<file path="config.mk">
export PLATFORM = sky130hd
export DESIGN_NAME = keypad_scan_ctrl
export DESIGN_NICKNAME = d
export VERILOG_FILES = /design/src/rtl/keypad_scan_ctrl.sv
export SDC_FILE = /design/constraint.sdc
export NUM_CORES = 1
export LEC_CHECK = 0
export ABC_AREA = 1
export CAP_MARGIN = 40
export CELL_PAD_IN_SITES_DETAIL_PLACEMENT = 1
export CELL_PAD_IN_SITES_GLOBAL_PLACEMENT = 1
export CORE_UTILIZATION = 45
export CTS_BUF_LIST = sky130_fd_sc_hd__clkbuf_4 sky130_fd_sc_hd__clkbuf_8 sky130_fd_sc_hd__clkbuf_16
export DETAILED_ROUTE_END_ITERATION = 7
export GPL_ROUTABILITY_DRIVEN = 1
export PLACE_DENSITY_LB_ADDON = 0.1
export SYNTH_ARGS = -nofsm -noshare
export SYNTH_HDL_FRONTEND = slang
export SYNTH_SLANG_ARGS = --single-unit
</file>
<file path="constraint.sdc">
create_clock -name clk -period 4.1 [get_ports clk]
set_input_delay 0.82 -clock clk [delete_from_list [all_inputs] [get_ports clk]]
set_output_delay 0.82 -clock clk [all_outputs]
set_load 0.05 [all_outputs]
</file>
<file path="src/rtl/keypad_scan_ctrl.sv">
// keypad_scan_ctrl: scans a 4x4 matrix keypad one column at a time, debounces
// press and release, and hands out one key code per press via valid/ready.
module keypad_scan_ctrl #(
  parameter int SCAN_DIV       = 1000,
  parameter int DEBOUNCE_TICKS = 8
) (
  input  logic       clk,
  input  logic       reset,
  output logic [3:0] btn_key_col,
  input  logic [3:0] btn_key_row,
  output logic       key_valid,
  output logic [3:0] key_code,
  input  logic       key_ready,
  output logic       key_down,
  output logic       overflow,
  input  logic       ovf_clr
);

  typedef enum logic [1:0] {
    SCAN,
    DEBOUNCE,
    HELD
  } state_t;

  localparam logic [15:0] DIV_LAST = 16'(SCAN_DIV - 1);
  localparam logic [8:0]  DEB_TGT  = 9'(DEBOUNCE_TICKS);

  state_t      state;
  logic [15:0] div_cnt;
  logic        tick;
  logic [3:0]  sync1;
  logic [3:0]  srow;
  logic [1:0]  col;
  logic [1:0]  cand_row;
  logic [1:0]  cand_col;
  logic [7:0]  deb_cnt;
  logic [7:0]  rel_cnt;
  logic [1:0]  low_row;
  logic        cand_pressed;
  logic        deb_done;
  logic        rel_done;
  logic        accept;
  logic [1:0]  acc_row;
  logic [1:0]  acc_col;
  logic        ovf_set;

  assign tick         = (div_cnt == DIV_LAST);
  assign cand_pressed = ~srow[cand_row];
  assign deb_done     = (({1'b0, deb_cnt} + 9'd1) == DEB_TGT);
  assign rel_done     = (({1'b0, rel_cnt} + 9'd1) == DEB_TGT);
  assign btn_key_col  = ~(4'b0001 << col);
  assign ovf_set      = accept && key_valid && !key_ready;

  // Lowest pressed row wins when several rows in one column read low.
  always_comb begin
    low_row = 2'd3;
    if (!srow[0])      low_row = 2'd0;
    else if (!srow[1]) low_row = 2'd1;
    else if (!srow[2]) low_row = 2'd2;
  end

  // Decide on this tick whether a press becomes an accepted key and which code it carries.
  always_comb begin
    accept  = 1'b0;
    acc_row = cand_row;
    acc_col = cand_col;
    if (tick) begin
      case (state)
        SCAN: begin
          if (srow != 4'hF && DEBOUNCE_TICKS == 1) begin
            accept  = 1'b1;
            acc_row = low_row;
            acc_col = col;
          end
        end
        DEBOUNCE: begin
          if (cand_pressed && deb_done) accept = 1'b1;
        end
        default: accept = 1'b0;
      endcase
    end
  end

  // Column slot divider; tick marks the last cycle of each slot.
  always_ff @(posedge clk) begin
    if (reset)     div_cnt <= '0;
    else if (tick) div_cnt <= '0;
    else           div_cnt <= div_cnt + 16'd1;
  end

  // Two-flop synchronizer for the asynchronous row pads.
  always_ff @(posedge clk) begin
    if (reset) begin
      sync1 <= 4'hF;
      srow  <= 4'hF;
    end else begin
      sync1 <= btn_key_row;
      srow  <= sync1;
    end
  end

  // Scan/debounce/held state machine; column only moves on ticks in SCAN or when leaving.
  always_ff @(posedge clk) begin
    if (reset) begin
      state    <= SCAN;
      col      <= 2'd0;
      cand_row <= 2'd0;
      cand_col <= 2'd0;
      deb_cnt  <= '0;
      rel_cnt  <= '0;
      key_down <= 1'b0;
    end else if (tick) begin
      case (state)
        SCAN: begin
          if (srow == 4'hF) begin
            col <= col + 2'd1;
          end else begin
            cand_row <= low_row;
            cand_col <= col;
            if (DEBOUNCE_TICKS == 1) begin
              state    <= HELD;
              rel_cnt  <= '0;
              key_down <= 1'b1;
            end else begin
              deb_cnt <= 8'd1;
              state   <= DEBOUNCE;
            end
          end
        end
        DEBOUNCE: begin
          if (cand_pressed) begin
            if (deb_done) begin
              state    <= HELD;
              rel_cnt  <= '0;
              key_down <= 1'b1;
            end else begin
              deb_cnt <= deb_cnt + 8'd1;
            end
          end else begin
            state <= SCAN;
            col   <= col + 2'd1;
          end
        end
        HELD: begin
          if (!cand_pressed) begin
            if (rel_done) begin
              state    <= SCAN;
              col      <= col + 2'd1;
              rel_cnt  <= '0;
              key_down <= 1'b0;
            end else begin
              rel_cnt <= rel_cnt + 8'd1;
            end
          end else begin
            rel_cnt <= '0;
          end
        end
        default: state <= SCAN;
      endcase
    end
  end

  // Single-entry output register with valid/ready handshake and sticky overflow.
  always_ff @(posedge clk) begin
    if (reset) begin
      key_valid <= 1'b0;
      key_code  <= 4'h0;
      overflow  <= 1'b0;
    end else begin
      if (accept && (!key_valid || key_ready)) begin
        key_code  <= {acc_row, acc_col};
        key_valid <= 1'b1;
      end else if (key_valid && key_ready) begin
        key_valid <= 1'b0;
      end
      if (ovf_set)      overflow <= 1'b1;
      else if (ovf_clr) overflow <= 1'b0;
    end
  end

endmodule

</file>
==> impl_metrics.csv <==
group,metric,value,unit
setup_path,critical_path_buf_inv_count,3,
drt,drt_pass1_iterations,4,
final_layout,drive_gt1_frac,0.0728,
final_layout,fillCellCount,872,
global_routing,grtUsageTotal,0.222,
setup_path,reg2regPathDepth,11,
global_routing,antenna_found_initial,0,
sta,period_share,0.664,
logic_synthesis,synth_top_area_cell,"dfxtp_1",
setup_path,cp_slowest_stage_delay,0.78,ns
final_layout,final_nets,497,
drt,wl,7.20,mm
global_routing,grt_max_degree,22,
pwr,power,0.000898,W
drt,viasPerCell,5.13,
floorplanning,ios,19,
final_layout,antenna_cells,0,
status,status,"finished clean",
logic_synthesis,yosys_warnings,0,
cts,cts.sinks,55,
setup_path,cp.arrival,1.90,ns
placed_design,hpwlAfterDp,5.63,mm
global_routing,grt_pass1_wl,12.7,mm
setup_path,critPathRequiredTime,3.28,ns
floorplanning,die_h,83.4,µm
logic_synthesis,ys_ff_latch,55,
final_layout,final_common_cell,"nand2_1",
cts,hold_buffers,0,
floorplanning,core_area,6390,µm²
worst_hold_path,whs_endpoint,"srow[1]$_SDFF_PP1_",
setup_path,crit_top_cell,"inv_1",
worst_hold_path,hold_path_depth,1,
sta,finalSetupViolations,0,
cts,ctsLongestPathBuffers,2,
final_layout,area_delta_synth_final,12.3,%
setup_path,end_kind,"output pin",
pwr,p_leak,1.43,nW
setup_path,r2r_slack,2.01,ns
cts,cts_tree,"built",
cts,cts-root-buf,"clkbuf_8",
cts,clock_latency,0.32,ns
setup_path,cp_max_fo,4,
placed_design,io_buffers,18,
logic_synthesis,yosys.area.top_type_share,0.369,
run,max-cap-violations,0,
final_layout,layout_common_cells,"nand2_1 (131), inv_1 (70), nor2_1 (62)",
logic_synthesis,yosysSeqAreaShare,0.369,
cts,cts.htree.levels,2,
pwr,powerDensity,268,nW/µm²
sta,rsz0062_at_grt,"no",
sta,fin_crit,2.72,ns
floorplanning,dieWidth,83.4,µm
drt,antenna_left,0,
logic_synthesis,synthTopCellsByArea,"dfxtp_1 (37%), nand2_1 (16%), inv_1 (8.8%)",
setup_path,crit_path_top_delay_cell,"clkdlybuf4s50_1",
drt,wl_per_cell,12.9,µm
drt,drcViolationCount,0,
cts,cts_setup_buffers,0,
sta,fin_skew,0.00562,ns
logic_synthesis,avgSynthCellArea,6.52,µm²
logic_synthesis,synth_area,2980,µm²
floorplanning,start_util,0.467,
setup_path,cp_top_family,"buffers and inverters",
sta,hold_viol,0,
setup_path,r2r-end,"overflow$_SDFFE_PP0P_",
global_routing,overflow,0,
pwr,max-vdd-ir-drop,0.186,mV
logic_synthesis,ys_types,31,
worst_hold_path,hp-start,"sync1[1]$_SDFF_PP1_",
logic_synthesis,synth_fp_nets,475,
cts,path_clk_slew,0.11,ns
logic_synthesis,netlist_instances,458,
setup_path,critPathKind,"reg2out",
drt,drtIter0Drc,68,
worst_hold_path,hold_path_class,"reg2reg",
sta,drv_slew,0,
global_routing,first_global_vias,2867,
cts,numCtsBuffers,5,
sta,tightestPinTransition,0.566,ns
sta,max_slew_margin,0.622,
cts,ctsResizeCount,0,
setup_path,r2r_start,"deb_cnt[0]$_SDFFE_PP0P_",
floorplanning,dieArea,6960,µm²
sta,max_freq,367,MHz
setup_path,path_cells,"inv_1 -> ha_1 -> inv_1 -> clkdlybuf4s50_1",
placed_design,gp_congestion,0.822,
drt,vias,2865,
floorplanning,num_rows,29,
setup_path,start_kind,"flop",
sta,setup_tns,0,ns
power breakdown:
group | leakage [nW] | internal [W] | switching (W)
clock network | 0.0408 | 0.000123 | 0.000199
logic | 0.946 | 0.0000143 | 0.0000181
registers | 0.445 | 0.000540 | 0.00000372
total | 1.43 | 0.000677 | 0.000220
Yosys cell counts, drive strengths merged:
master,instances
nand2,135
inv,70
nor2,66
dfxtp,55
nand3,39
a21oi,26
nand4,13
o21ai,11
or2,11
ha,9
nor3,9
nor3b,4
buf,3
clkbuf,3
a21boi,1
and2,1
nor4,1
xnor2,1
cell families (layout without fill, tap and decap cells):
family	after synthesis	in the layout	synth area share
adder cells (fa/ha/maj)	9	9	0.0377
AND/OR/NAND/NOR	279	279	0.428
AO/OA/AOI/OAI	38	38	0.0658
flip-flops	55	55	0.369
XOR/XNOR	1	1	0.00294
buffers and inverters	76	99	0.0964
layout make-up:
cell class | count | area [µm²] | share of cell area
Clock buffer | 5 | 68.8 | 0.0205
Clock inverter | 3 | 23.8 | 0.00709
Inverter | 70 | 263 | 0.0784
Multi-Input combinational cell | 327 | 1600 | 0.476
Sequential cell | 55 | 1100 | 0.329
Tap cell | 77 | 96.3 | 0.0288
Timing Repair Buffer | 21 | 203 | 0.0605
metal layers:
layer	wire, µm	GRT usage
met5	0	0
met4	91	0.0616
met3	132	0.0368
met2	3540	0.393
met1	3440	0.279
stage by stage:
| step | util | hold WS (ns) | instance area (µm²) | std cells | setup slack, ns |
|---|---|---|---|---|---|
| after floorplan | - | 0.389 | 2980 | 458 | 2.35 |
| after global routing | 0.525 | 0.444 | 3350 | 558 | 1.28 |
| after global placement | 0.509 | 0.392 | 3250 | 549 | 1.80 |
| after CTS | 0.524 | 0.432 | 3340 | 557 | 1.35 |
| after detailed placement | 0.509 | 0.403 | 3250 | 549 | 1.71 |
| final | 0.525 | 0.430 | 3350 | 558 | 1.38 |
worst register-to-register path, cell delays in order, from the launching register on:
cell,delay (ns)
dfxtp_1,0.45
ha_1,0.23
nand2_1,0.09
inv_1,0.08
nand2_1,0.06
nand2_1,0.07
nand2_1,0.08
nor2_4,0.22
nand3_2,0.19
nor3_1,0.27
nand2_1,0.14
a21oi_1,0.14
worst max path at each step:
stage               depth (start not counted)           startpoint             end
floorplan                                   3  col[0]$_SDFFE_PP0P_  btn_key_col[0]
global placement                            4  col[0]$_SDFFE_PP0P_  btn_key_col[0]
detailed placement                          4  col[0]$_SDFFE_PP0P_  btn_key_col[0]
CTS                                         4  col[0]$_SDFFE_PP0P_  btn_key_col[0]
global route                                4  col[0]$_SDFFE_PP0P_  btn_key_col[0]
finish                                      4  col[0]$_SDFFE_PP0P_  btn_key_col[0]
state kept, by name, summed over array words and instances (netlist names), 4 cells and up:
signal,cells
div_cnt,16
deb_cnt,8
rel_cnt,8
key_code,4
srow,4
sync1,4
Power figures use the tool's default switching activity.
==> patch 1: new RTL, same flow settings <==
Re-encode `state_t` (3 states) as one-hot, 3 bits wide.
--- a/src/rtl/keypad_scan_ctrl.sv
+++ b/src/rtl/keypad_scan_ctrl.sv
@@ -18,6 +18,6 @@
 
-  typedef enum logic [1:0] {
-    SCAN,
-    DEBOUNCE,
-    HELD
+  typedef enum logic [2:0] {
+    SCAN     = 3'b001,
+    DEBOUNCE = 3'b010,
+    HELD     = 3'b100
   } state_t;
Check against the original RTL: same outputs for any inputs over 10 cycles, from zero or initial values and one cycle with reset high; not proved beyond that.
==> patch 1 against the unedited design <==
Count of clock-buffer cells in the layout unchanged; wire length down 6.0%; cell count shrank 3.6%; critical path type unchanged; sequential power increased by 2%; worst hold slack lost 0.012 ns; design area unchanged; area after synthesis increased by 0.75%; sequential cell count is 1 higher; setup slack improved by 0.0057 ns; total power decreased by 0.62%.
==> patch 1: results (changes against the unedited design) <==
Slew HR=0.597 (was 0.622); Setup Skew=0.00795 ns (was 0.00562 ns); Synth area leaders=dfxtp_1, nand2_1, nor2_1, inv_1, a21oi_1 (was dfxtp_1, nand2_1, inv_1, nor2_1, nand3_1); Post-synth top cells=nand2_1, nor2_1, dfxtp_1, inv_1, a21oi_1 (was nand2_1, inv_1, nor2_1, dfxtp_1, nand3_1); Finished Layout Cells=538 (was 558); Post-DP Area=0.00327 mm² (was 0.00325 mm²); post-synthesis xor/xnor area fraction=0.0117 (was 0.00294); syn nets=457 (was 475); Initial DRC Count=63 (was 68); Syn Area/Cell=6.83 µm² (was 6.52 µm²); Routed WL=6770 µm (was 7200 µm); VDD IR max=0.000153 V (was 0.000186 V); Vias/cell=5.17 (was 5.13); status=completed (unchanged); layout cells sized above 1=0.0889 (was 0.0728); fin crit period=2.72 ns (about the same); GPL Wtd Cong=0.820 (was 0.822); leakage dissipation=1.34 nW (was 1.43 nW); post-synthesis compound-gate area fraction=0.0853 (was 0.0658); Reg2Reg Depth=10 (was 11); Seq pwr share=0.620 (was 0.606); Seq/Total Area, Yosys=0.373 (was 0.369); vias in the first global route=2,743 (was 2,867); first-pass GRT wire length=11,900 µm (was 12,700 µm); largest fanout on the critical path=5 (was 4); pre-CTS setup slack=1.15 ns (was 1.71 ns); DP HPWL=5400 µm (was 5630 µm); Worst path max stage delay=0.80 ns (was 0.78 ns)
[patch 1: changes by cell type after synthesis, moves of 2 or more]
cell      unedited run  this run
inv_1               70        55
nand3b_1             0         2
buf_2                2         0
nor2_2               2         6
o21bai_1             0         2
nor2_1              62        65
xor2_1               0         2
nand3_1             36        28
o21ai_1              2         4
nand2_1            131       112
o21a_1               0         2
inv_2                0         2
a21oi_1             25        30
[patch 1: area by class of cell]
cell class	count	area, µm²
repair buffers	19	188
fillers	876	3040
flip-flops and latches	56	1120
well taps	77	96.3
multi-input cells	321	1640
clock buffers	5	68.8
inverters	58	219
clock inverters	2	16.3
[patch 1: layer usage]
| layer | track usage | part of all wire | vias to the layer above |
|---|---|---|---|
| met1 | 0.247 | 0.46 | 1326 |
| met3 | 0.0326 | 0.017 | 7 |
| met4 | 0.0416 | 0.0092 | 0 |
| li1 | - | - | 1428 |
| met2 | 0.384 | 0.52 | 18 |
| met5 | 0 | 0 | - |
==> patch 2: new RTL, same flow settings <==
Made on the original files. `DEBOUNCE_TICKS`: 8 -> 6.
--- a/src/rtl/keypad_scan_ctrl.sv
+++ b/src/rtl/keypad_scan_ctrl.sv
@@ -4,3 +4,3 @@
   parameter int SCAN_DIV       = 1000,
-  parameter int DEBOUNCE_TICKS = 8
+  parameter int DEBOUNCE_TICKS = 6
 ) (
Function: no difference found for any inputs over 10 cycles, from zero or initial values and one cycle with reset high; that may be too few to reach the edited logic, so the function may still have changed.
==> patch 2 against the unedited design <==
Sequential cell count did not move; synthesized cell count fell by 3.1%; wire length is 4.0% lower; worst hold slack worse by 0.011 ns; setup slack gained 0.032 ns; area after synthesis rose by 0.55%; fmax rose by 1.2%; design area shrank 0.22%; critical path depth unchanged; via count fell by 4.6%; total power down 0.25%; critical path type unchanged; critical endpoint is now btn_key_col[2].
==> patch 2: results (changes against the unedited design) <==
status=completed (unchanged); R2R Setup Slk=2.09 ns (was 2.01 ns); Distinct cells, synth=35 (was 31); final period utilization=0.657 (was 0.664); leakage dissipation=1.39 nW (was 1.43 nW); Post-synth top cells=nand2_1, nor2_1, inv_1, dfxtp_1, nand3_1 (was nand2_1, inv_1, nor2_1, dfxtp_1, nand3_1); first-pass GRT wire length=12,400 µm (was 12,700 µm); post-synthesis compound-gate area fraction=0.0826 (was 0.0658); NumNets Final=481 (was 497); CP endpoint=btn_key_col[2] (was btn_key_col[0]); Seq pwr share=0.607 (was 0.606); met2 usage=0.371 (was 0.393); VDD IR max=0.000141 V (was 0.000186 V); Setup Skew=0.00448 ns (was 0.00562 ns); syn nets=461 (was 475); Initial DRC Count=63 (was 68); largest fanout on the critical path=5 (was 4); largest net degree at the start of global routing=21 (was 22); Filler Cells Inserted=847 (was 872); vias in the first global route=2,753 (was 2,867); hold path startpoint=sync1[2] (was sync1[1]); Sw Share=0.241 (was 0.246); WP data arrival=1.87 ns (was 1.90 ns); M3 GR Usage=0.0307 (was 0.0368); DP HPWL=5300 µm (was 5630 µm); Post-DP Area=0.00325 mm² (about the same); Seq/Total Area, Yosys=0.367 (was 0.369); Routed WL=6910 µm (was 7200 µm); Synth area leaders=dfxtp_1, nand2_1, nor2_1, inv_1, nand3_1 (was dfxtp_1, nand2_1, inv_1, nor2_1, nand3_1); Adder-Cell Fraction of Synth Area=0.0375 (was 0.0377); Reg2Reg Depth=10 (was 11); Slew HR=0.579 (was 0.622)
==> patch 2: layout make-up <==
| class | instances | area (µm²) | share of cell area |
|---|---|---|---|
| inverters | 65 | 244 | 0.0730 |
| well taps | 77 | 96.3 | 0.0288 |
| repair buffers | 19 | 188 | 0.0561 |
| clock inverters | 3 | 22.5 | 0.00674 |
| clock buffers | 5 | 68.8 | 0.0206 |
| multi-input cells | 318 | 1620 | 0.485 |
| flip-flops and latches | 55 | 1100 | 0.329 |
==> patch 2: through the flow <==
step,hold WS [ns],std cells
detailed placement,0.397,534
CTS,0.422,542
global placement,0.392,534
global route,0.435,542
finish,0.419,542
floorplan,0.389,444
==> patch 2: layer usage <==
metal | wire [µm] | vias to the layer above
met2 | 3390 | 26
met3 | 111 | 12
met1 | 3280 | 1286
li1 | - | 1410
met5 | 0 | -
met4 | 122 | 0
